===== src/rtl/sseg_scan_pwm.sv =====
`default_nettype none
// ============================================================================
// Module   : sseg_scan_pwm
// Brief    : 4-digit common-anode 7-segment scan driver with 16-level PWM
//            brightness, per-digit blanking and a frame strobe.
// Revision : 1.0 - initial release
// ============================================================================
module sseg_scan_pwm #(
    parameter int CNT_W = 18
) (
    input  logic       i_clk,
    input  logic       i_reset,
    input  logic [7:0] i_in_n [3:0],
    input  logic [3:0] i_dig_en,
    input  logic [3:0] i_duty,
    output logic [3:0] o_an_n,
    output logic [7:0] o_sseg_n,
    output logic       o_frame
);

    generate
        if (CNT_W < 6) begin : g_cnt_w_check
            $fatal(1, "sseg_scan_pwm: CNT_W must be >= 6");
        end
    endgenerate

    logic [CNT_W-1:0] cnt_q, cnt_d;
    logic [3:0]       an_q, an_d;
    logic [7:0]       sseg_q, sseg_d;
    logic             frame_q, frame_d;

    logic [1:0]       w_dig;
    logic [3:0]       w_phase;
    logic             w_lit;

    // Top two counter bits pick the digit, next four bits the PWM phase.
    always_comb begin
        w_dig   = cnt_q[CNT_W-1 -: 2];
        w_phase = cnt_q[CNT_W-3 -: 4];
        w_lit   = i_dig_en[w_dig] && ((i_duty == 4'hF) || (w_phase < i_duty));
        cnt_d   = cnt_q + 1'b1;
        an_d    = 4'hF;
        sseg_d  = 8'hFF;
        frame_d = (cnt_q == '0);
        if (w_lit) begin
            an_d   = ~(4'b0001 << w_dig);
            sseg_d = i_in_n[w_dig];
        end
    end

    // Anode and segment registers share one edge so digits never ghost.
    always_ff @(posedge i_clk or posedge i_reset) begin
        if (i_reset) begin
            cnt_q   <= '0;
            an_q    <= 4'hF;
            sseg_q  <= 8'hFF;
            frame_q <= 1'b0;
        end else begin
            cnt_q   <= cnt_d;
            an_q    <= an_d;
            sseg_q  <= sseg_d;
            frame_q <= frame_d;
        end
    end

    assign o_an_n   = an_q;
    assign o_sseg_n = sseg_q;
    assign o_frame  = frame_q;

endmodule
`default_nettype wire


===== config.mk =====
export PLATFORM = sky130hd
export DESIGN_NAME = sseg_scan_pwm
export DESIGN_NICKNAME = d
export VERILOG_FILES = /design/src/rtl/sseg_scan_pwm.sv
export SDC_FILE = /design/constraint.sdc
export NUM_CORES = 1
export LEC_CHECK = 0
export CAP_MARGIN = 10
export CORE_MARGIN = 10
export CORE_UTILIZATION = 48
export CTS_BUF_LIST = sky130_fd_sc_hd__clkbuf_4 sky130_fd_sc_hd__clkbuf_8 sky130_fd_sc_hd__clkbuf_16
export DETAILED_ROUTE_END_ITERATION = 10
export PLACE_DENSITY = 0.92
export SLEW_MARGIN = 25
export SYNTH_ARGS = -nofsm -noshare
export SYNTH_HDL_FRONTEND = slang
export SYNTH_SLANG_ARGS = --single-unit

===== constraint.sdc =====
create_clock -name i_clk -period 3.1 [get_ports i_clk]
set_input_delay 0.62 -clock i_clk [delete_from_list [all_inputs] [get_ports i_clk]]
set_output_delay 0.62 -clock i_clk [all_outputs]
set_load 0.1 [all_outputs]

==> results of run 1 <==
==> stage by stage <==
| stage | utilization (%) | power, mW | setup slack (ns) | cell area, sq um |
|---|---|---|---|---|
| 3_5_place_dp | 67.9 | 0.569 | 0.813 | 2070 |
| 5_1_grt | 70.7 | 0.920 | 1.02 | 2160 |
| 3_3_place_gp | 67.9 | 0.566 | 0.901 | 2070 |
| 6_report | 70.7 | 0.888 | 1.16 | 2160 |
| 4_1_cts | 70.7 | 0.897 | 1.16 | 2160 |
| 2_1_floorplan | - | 0.499 | 1.51 | 1530 |
==> path summary, 6_finish.rpt <==
check | from | to | slack (ns)
worst max-delay path | i_duty[3] | o_sseg_n[2]$_DFF_PP1_ | 1.16
min in group asynchronous | i_reset | o_frame$_DFF_PP0_ | 0.68
worst min-delay path | cnt_q[13]$_DFF_PP0_ | o_frame$_DFF_PP0_ | 0.51
max in group asynchronous | i_reset | o_sseg_n[0]$_DFF_PP1_ | 1.71
worst max register to register | cnt_q[15]$_DFF_PP0_ | o_sseg_n[2]$_DFF_PP1_ | 1.51
worst min register to register | cnt_q[13]$_DFF_PP0_ | o_frame$_DFF_PP0_ | 0.51
==> area by class of cell <==
class	instances	area, sq um
inverter	7	26.3
tap	44	55.1
multi-input combinational	91	678
timing repair buffer	56	523
clock buffer	6	51.3
clock inverter	2	35.0
sequential	31	791
fill	235	893
==> cells by family (layout without fill, tap and decap cells) <==
| logic type | after synthesis | in the layout | synth area share, % |
|---|---|---|---|
| simple gates | 39 | 39 | 15.6 |
| compound gates | 31 | 31 | 15.4 |
| flops | 31 | 31 | 51.6 |
| xor+xnor | 16 | 16 | 9.14 |
| buf+inv | 14 | 71 | 4.16 |
| fa+ha+maj | 5 | 5 | 4.08 |
==> state kept, by name (all words and copies together) (netlist names) <==
name / count
o_frame: 1
o_an_n: 4
o_sseg_n: 8
cnt_q: 18
==> power groups by stage <==
stage                     clock network, mW  registers [mW]  logic [mW]
after floorplan                           0           0.476      0.0235
after global placement                    0           0.425       0.141
after detailed placement                  0           0.425       0.144
after CTS                             0.335           0.418       0.145
after global routing                  0.350           0.419       0.151
final                                 0.327           0.418       0.144
==> routing by layer <==
layer / global-route usage, % / up-vias
li1: - / 622
met1: 18.1 / 659
met2: 23.0 / 60
met3: 5.42 / 6
met4: 4.46 / 0
met5: 0 / -
==> worst reg2reg max path, stage by stage, from the launching register on <==
cell	delay, ns
dfrtp_1	0.43
ha_1	0.31
a21oi_1	0.16
o21a_1	0.38
o221ai_1	0.21
==> layout by cell type (no fill, tap or decap), types with 2 or more instances in the layout <==
cell type and n:
o22ai_1 8, clkbuf_4 5, dfrtp_1 19, nand2b_1 3, nor3_4 2, buf_4 15, nor2_1 5, nand3_1 7
and3_1 2, nand4_1 3, o221ai_1 16, xor2_1 6, ha_1 5, o211ai_1 2, xnor2_1 10, nor4_1 3
inv_1 7, nand2_1 9, a21oi_1 2, dfstp_2 12, clkdlybuf4s50_1 41
==> impl_results.md, run 1 <==
- Outcome: finished, final reports clean
- Internal power: 0.668 mW
- Net switching fraction of the power: 24.7%
- Tot GR Track Use: 14.6%
- Syn_nets: ~180
- WP data required: around 3.3 ns
- Vias: 1,347
- HPWL after DPL: 3.36 mm
- I/O pins: 55
- Reg clk slew, reported paths: 0.10 ns
- Synth top area share: 31.0%
- Worst hold path class: reg -> reg
- Worst path cell trace: clkdlybuf4s50_1, inv_1, ha_1, a21oi_1, o21a_1, o221ai_1
- Largest net degree at the start of global routing: 23
- Avg WL per Cell: 17.8 um
- Met3 routed WL: 306 um
- Leading area contributor after synthesis: dfrtp_1
- Antenna cell count: 0
- Clk_skew: 0.00821 ns
- Hold path cells: 1
- Met1 wire length: ~2.0 mm
- Worst-Skew Late Latency: about 0.34 ns
- Critical Path Stages: 6
- Port bufs: 54
- Setup Viol. Count Final: 0
- Initial Util: 50.2%
- Peak fanout along the critical path: 12
- WL final: between 4 and 5 mm
- Seq/Total Area, Yosys: 51.6%
- Crit-path slowest cell: clkdlybuf4s50_1
- WL met2: around 1.9 mm
- Postcts setup bufs: 0
- Yosys reg bits: 31
- Cts bufs inserted: 5
- # hold bufs at CTS: 0
- Top post-synthesis cells by area: dfrtp_1 (31%), dfstp_2 (21%), o221ai_1 (9.1%)
- Via/cell ratio: roughly 5.7
- Top cells by count, synth: dfrtp_1 (19), o221ai_1 (16), dfstp_2 (12)
- DIE AREA: 5850 sq um
- Post-Synthesis Cells: 136
- Clock Path Buffers: 2
- Post-synth design cell area: 1530 sq um
- Static Leak: 0.913 nW
- Layout cells sized above 1: 20.2%
- Hold Fails Final Rpt: 0
- Pwr Density: a little over 400 nW/um^2
- Hold_ws: a little over 0.5 ns
- Combinational power share: 16.2%
- Worst rel slew slack: a little over half
- RSZ-0062 raised after global routing: false
- Most frequent cell after synthesis: dfrtp_1
- ANT nets after route: 0
- Router iterations before antenna repair: 4
- Number of flops mapped to enable cells by yosys: 0
- Gr ovfl total: 0
- CP bufs+invs: 2
- Clock Power Share: between 30% and 40%
- Top Family by Delay on Critical Path: compound AO/OA/AOI/OAI gates
- Initial detailed-routing violation count: just over 70
- Drt drc: 0
- CTS Sinks: 31
- Area grow syn2layout: 40.9%
- Final GP Congestion: 0.804
- Psw: 0.220 mW
- Worst-Margin Slew: 0.697 ns
- Highest Signal Layer: met4
- Mean Syn Cell Area: 11.3 sq um
- WS Path Type: in -> reg
- Top_reg_cell synth: dfrtp_1
- # H-tree levels: 2
- Vias in the first global route: 1,329
- Final min period: 1.94 ns
- Root Driver: clkbuf_4
- Setup TNS: 0 ns
- Cells on worst reg2reg path: 4
- Crit path launch type: input pin
- Post-CTS sizing: 0
- Yosys Warn Count: 0
- Power share of the sequential group: 47.0%
- Max Slew Vio Count: 0
- # Max-Cap Violations: 0
- Die Ht: 76.5 um
- Placed Cells: approximately 230
- Site Rows: 20
- Worst Path Arrival: 2.17 ns
- CP max stage delay: 0.45 ns
- Max Freq: approximately 0.51 GHz
- Core Box Area: 3050 sq um
- Final std cells w/o fill: 237
- Max VDD drop: approximately 0.27 mV
- Period utilisation layout: 62.6%
- Initial antenna violation count: 0
- Synth unique cells: 30
- Async set-reset flop share out of synthesis: 100%
- Global-route wire length before repair: 6.95 mm
- Layout net count: 239
- Die span in x: 76.5 um
- Critical Path Sink Type: flop
- CTS tree: built
No activity file was read; power rests on OpenSTA's default activity.
==> run 2, diff against run 1 <==
- CORE_UTILIZATION: 48 -> 44
- PLACE_DENSITY: 0.92 -> 0.86
- clock period: 3.1 -> 2.02 ns (I/O delays scaled with it)
==> impl_results.md, run 2 (synthesized netlist as in run 1, its figures left out) <==
- Largest net degree at the start of global routing: 32 (+39%)
- Pwr Density: 603 nW/um^2 (+47%)
- Area of the multi-input gates: 678 sq um (unchanged)
- # H-tree levels: 2 (unchanged)
- Max Freq: 0.557 GHz
- Setup Viol. Count Final: 0 (unchanged)
- Layout net count: 239 (unchanged)
- FF+latch area: 791 sq um (unchanged)
- Global-route wire length before repair: 7.66 mm (+10%)
- Area grow syn2layout: 50.9%
- Postcts setup bufs: 0 (unchanged)
- Site Rows: 21 (+5.0%)
- WL final: 4.61 mm (+9.2%)
- DIE AREA: 6240 sq um (+6.7%)
- # hold bufs at CTS: 0 (unchanged)
- CTS tree: built
- Crit path launch type: input pin
- Period utilisation layout: between 80% and 90%
- ANT nets after route: 0 (unchanged)
- Vias: 1,362 (+1.1%)
- Post-CTS sizing: 0 (unchanged)
- Final GP Congestion: 0.816 (+1.5%)
- Layout cells sized above 1: 20.2% (unchanged)
- Crit-path slowest cell: clkdlybuf4s50_1
- Root Driver: clkbuf_4
- Peak fanout along the critical path: 12 (unchanged)
- Cells on worst reg2reg path: 4 (unchanged)
- Die span in x: 79.0 um (+3.3%)
- Static Leak: 0.982 nW (+7.6%)
- Clk_skew: 0.00936 ns (+0.00115 ns)
- CTS Sinks: 31 (unchanged)
- Most frequent cells in the layout: clkdlybuf4s50_1 (41), dfrtp_1 (19), o221ai_1 (16)
- Initial antenna violation count: 0 (unchanged)
- Internal power: 1.05 mW (+57%)
- Pwr Total: 1.39 mW (+57%)
- Net switching fraction of the power: 24.5% (-0.29 points)
- Worst rel slew slack: 52.6% (-0.91 points)
- Via/cell ratio: 5.70 (+0.27%)
- Final instance area: 2310 sq um (+7.1%)
- Worst Path Arrival: 2.02 ns (-0.15 ns)
- RSZ-0062 raised after global routing: false
- Hold Fails Final Rpt: 0 (unchanged)
- Die Ht: 79.0 um (+3.3%)
- Setup TNS: 0 ns (unchanged)
- Most flops, register: cnt_q
- Cell Area, Placed: 2230 sq um (+7.4%)
- Gr ovfl total: 0 (unchanged)
- Place WS: -0.0674 ns (-0.880 ns)
- Combinational power share: 17.9% (+1.7 points)
- Filler Cells Inserted: 231 (-1.7%)
- CP bufs+invs: 2 (unchanged)
- Initial Util: 45.6% (-4.6 points)
- Vias in the first global route: 1,408 (+5.9%)
- Final core utilization: 68.8% (-2.0 points)
- HPWL after DPL: 3.54 mm (+5.6%)
- Avg WL per Cell: 19.3 um (+8.3%)
- Cts bufs inserted: 5 (unchanged)
- # Max-Cap Violations: 0 (unchanged)
- Worst-Margin Slew: 0.711 ns (+0.0145 ns)
- Clock Power Share: 35.7% (-1.1 points)
- Final std cells w/o fill: 239 (+0.84%)
- Reg clk slew, reported paths: 0.10 ns (about the same)
- Hold_ws: 0.446 ns (-0.0645 ns)
- Max reg flops: 18 (unchanged)
- Initial detailed-routing violation count: 159 (+120%)
- Max VDD drop: 0.429 mV (+56%)
- Max Slew Vio Count: 0 (unchanged)
- Worst path cell trace: clkdlybuf4s50_1, inv_1, ha_1, a21oi_1, o21a_1, o221ai_1
- Critical Path Stages: 6 (unchanged)
- I/O pins: 55 (unchanged)
- WS Path Type: in -> reg
- Worst-Skew Late Latency: 0.33 ns (about the same)
- WP data required: 2.24 ns (-1.09 ns)
- CP max stage delay: 0.50 ns (+0.05 ns)
- Router iterations before antenna repair: 4 (unchanged)
- Outcome: finished, final reports clean
- Port bufs: 54 (unchanged)
- Drt drc: 0 (unchanged)
- Worst hold path class: in -> async
- Final min period: 1.80 ns
- Power share of the sequential group: 46.4% (-0.6 points)
- Commonest non-fill, non-tap cell in the layout: clkdlybuf4s50_1
- Tot GR Track Use: 15.4% (+0.77 points)
- Core Box Area: 3360 sq um (+10%)
- Top Family by Delay on Critical Path: compound AO/OA/AOI/OAI gates
- Antenna cell count: 0 (unchanged)
- Clock Path Buffers: 2 (unchanged)
- Psw: 0.341 mW (+55%)
- Final WS setup: 0.225 ns (-0.933 ns)
- Critical Path Sink Type: flop
- Placed Cells: 231 (+0.87%)
-- run 2: cell counts in the layout (fill, tap and decap cells not counted) --
Identical to the previous run, type by type.
-- run 2: worst register-to-register path, delay by kind of cell (launching register included) --
kind                     cells  cell delay, ns
AO/OA/AOI/OAI                3            0.80
flip-flops                   1            0.43
adder cells (fa/ha/maj)      1            0.31
-- run 2: final timing paths --
check	from	endpoint	slack, ns
min in group i_clk	cnt_q[13]$_DFF_PP0_	o_frame$_DFF_PP0_	0.52
worst min-delay path	i_reset	cnt_q[16]$_DFF_PP0_	0.45
worst max register to register	cnt_q[15]$_DFF_PP0_	o_sseg_n[7]$_DFF_PP1_	0.37
max in group asynchronous	i_reset	o_sseg_n[4]$_DFF_PP1_	1.27
worst min register to register	cnt_q[13]$_DFF_PP0_	o_frame$_DFF_PP0_	0.52
worst max-delay path	i_duty[1]	o_sseg_n[7]$_DFF_PP1_	0.22
-- run 2: metal layers --
| layer | vias up | track usage (%) | routed length (um) |
|---|---|---|---|
| met5 | - | 0 | 0 |
| met4 | 0 | 3.23 | 36 |
| met3 | 5 | 5.29 | 441 |
| met2 | 64 | 24.1 | 2030 |
| met1 | 669 | 20.0 | 2100 |
| li1 | 624 | - | - |
-- run 2: cell type report --
type	instances	area share (%)
flip-flops and latches	31	34.2
multi-input cells	91	29.3
repair buffers	56	29.1
well taps	46	2.49
clock buffers	6	2.22
clock inverters	2	1.52
inverters	7	1.14
-- run 2: power groups by stage --
stage	Clock, mW	Sequential, mW	Combinational [mW]
3_5_place_dp	0	0.659	0.249
3_3_place_gp	0	0.658	0.242
6_report	0.497	0.647	0.249
4_1_cts	0.510	0.647	0.250
2_1_floorplan	0	0.730	0.0361
5_1_grt	0.550	0.648	0.259
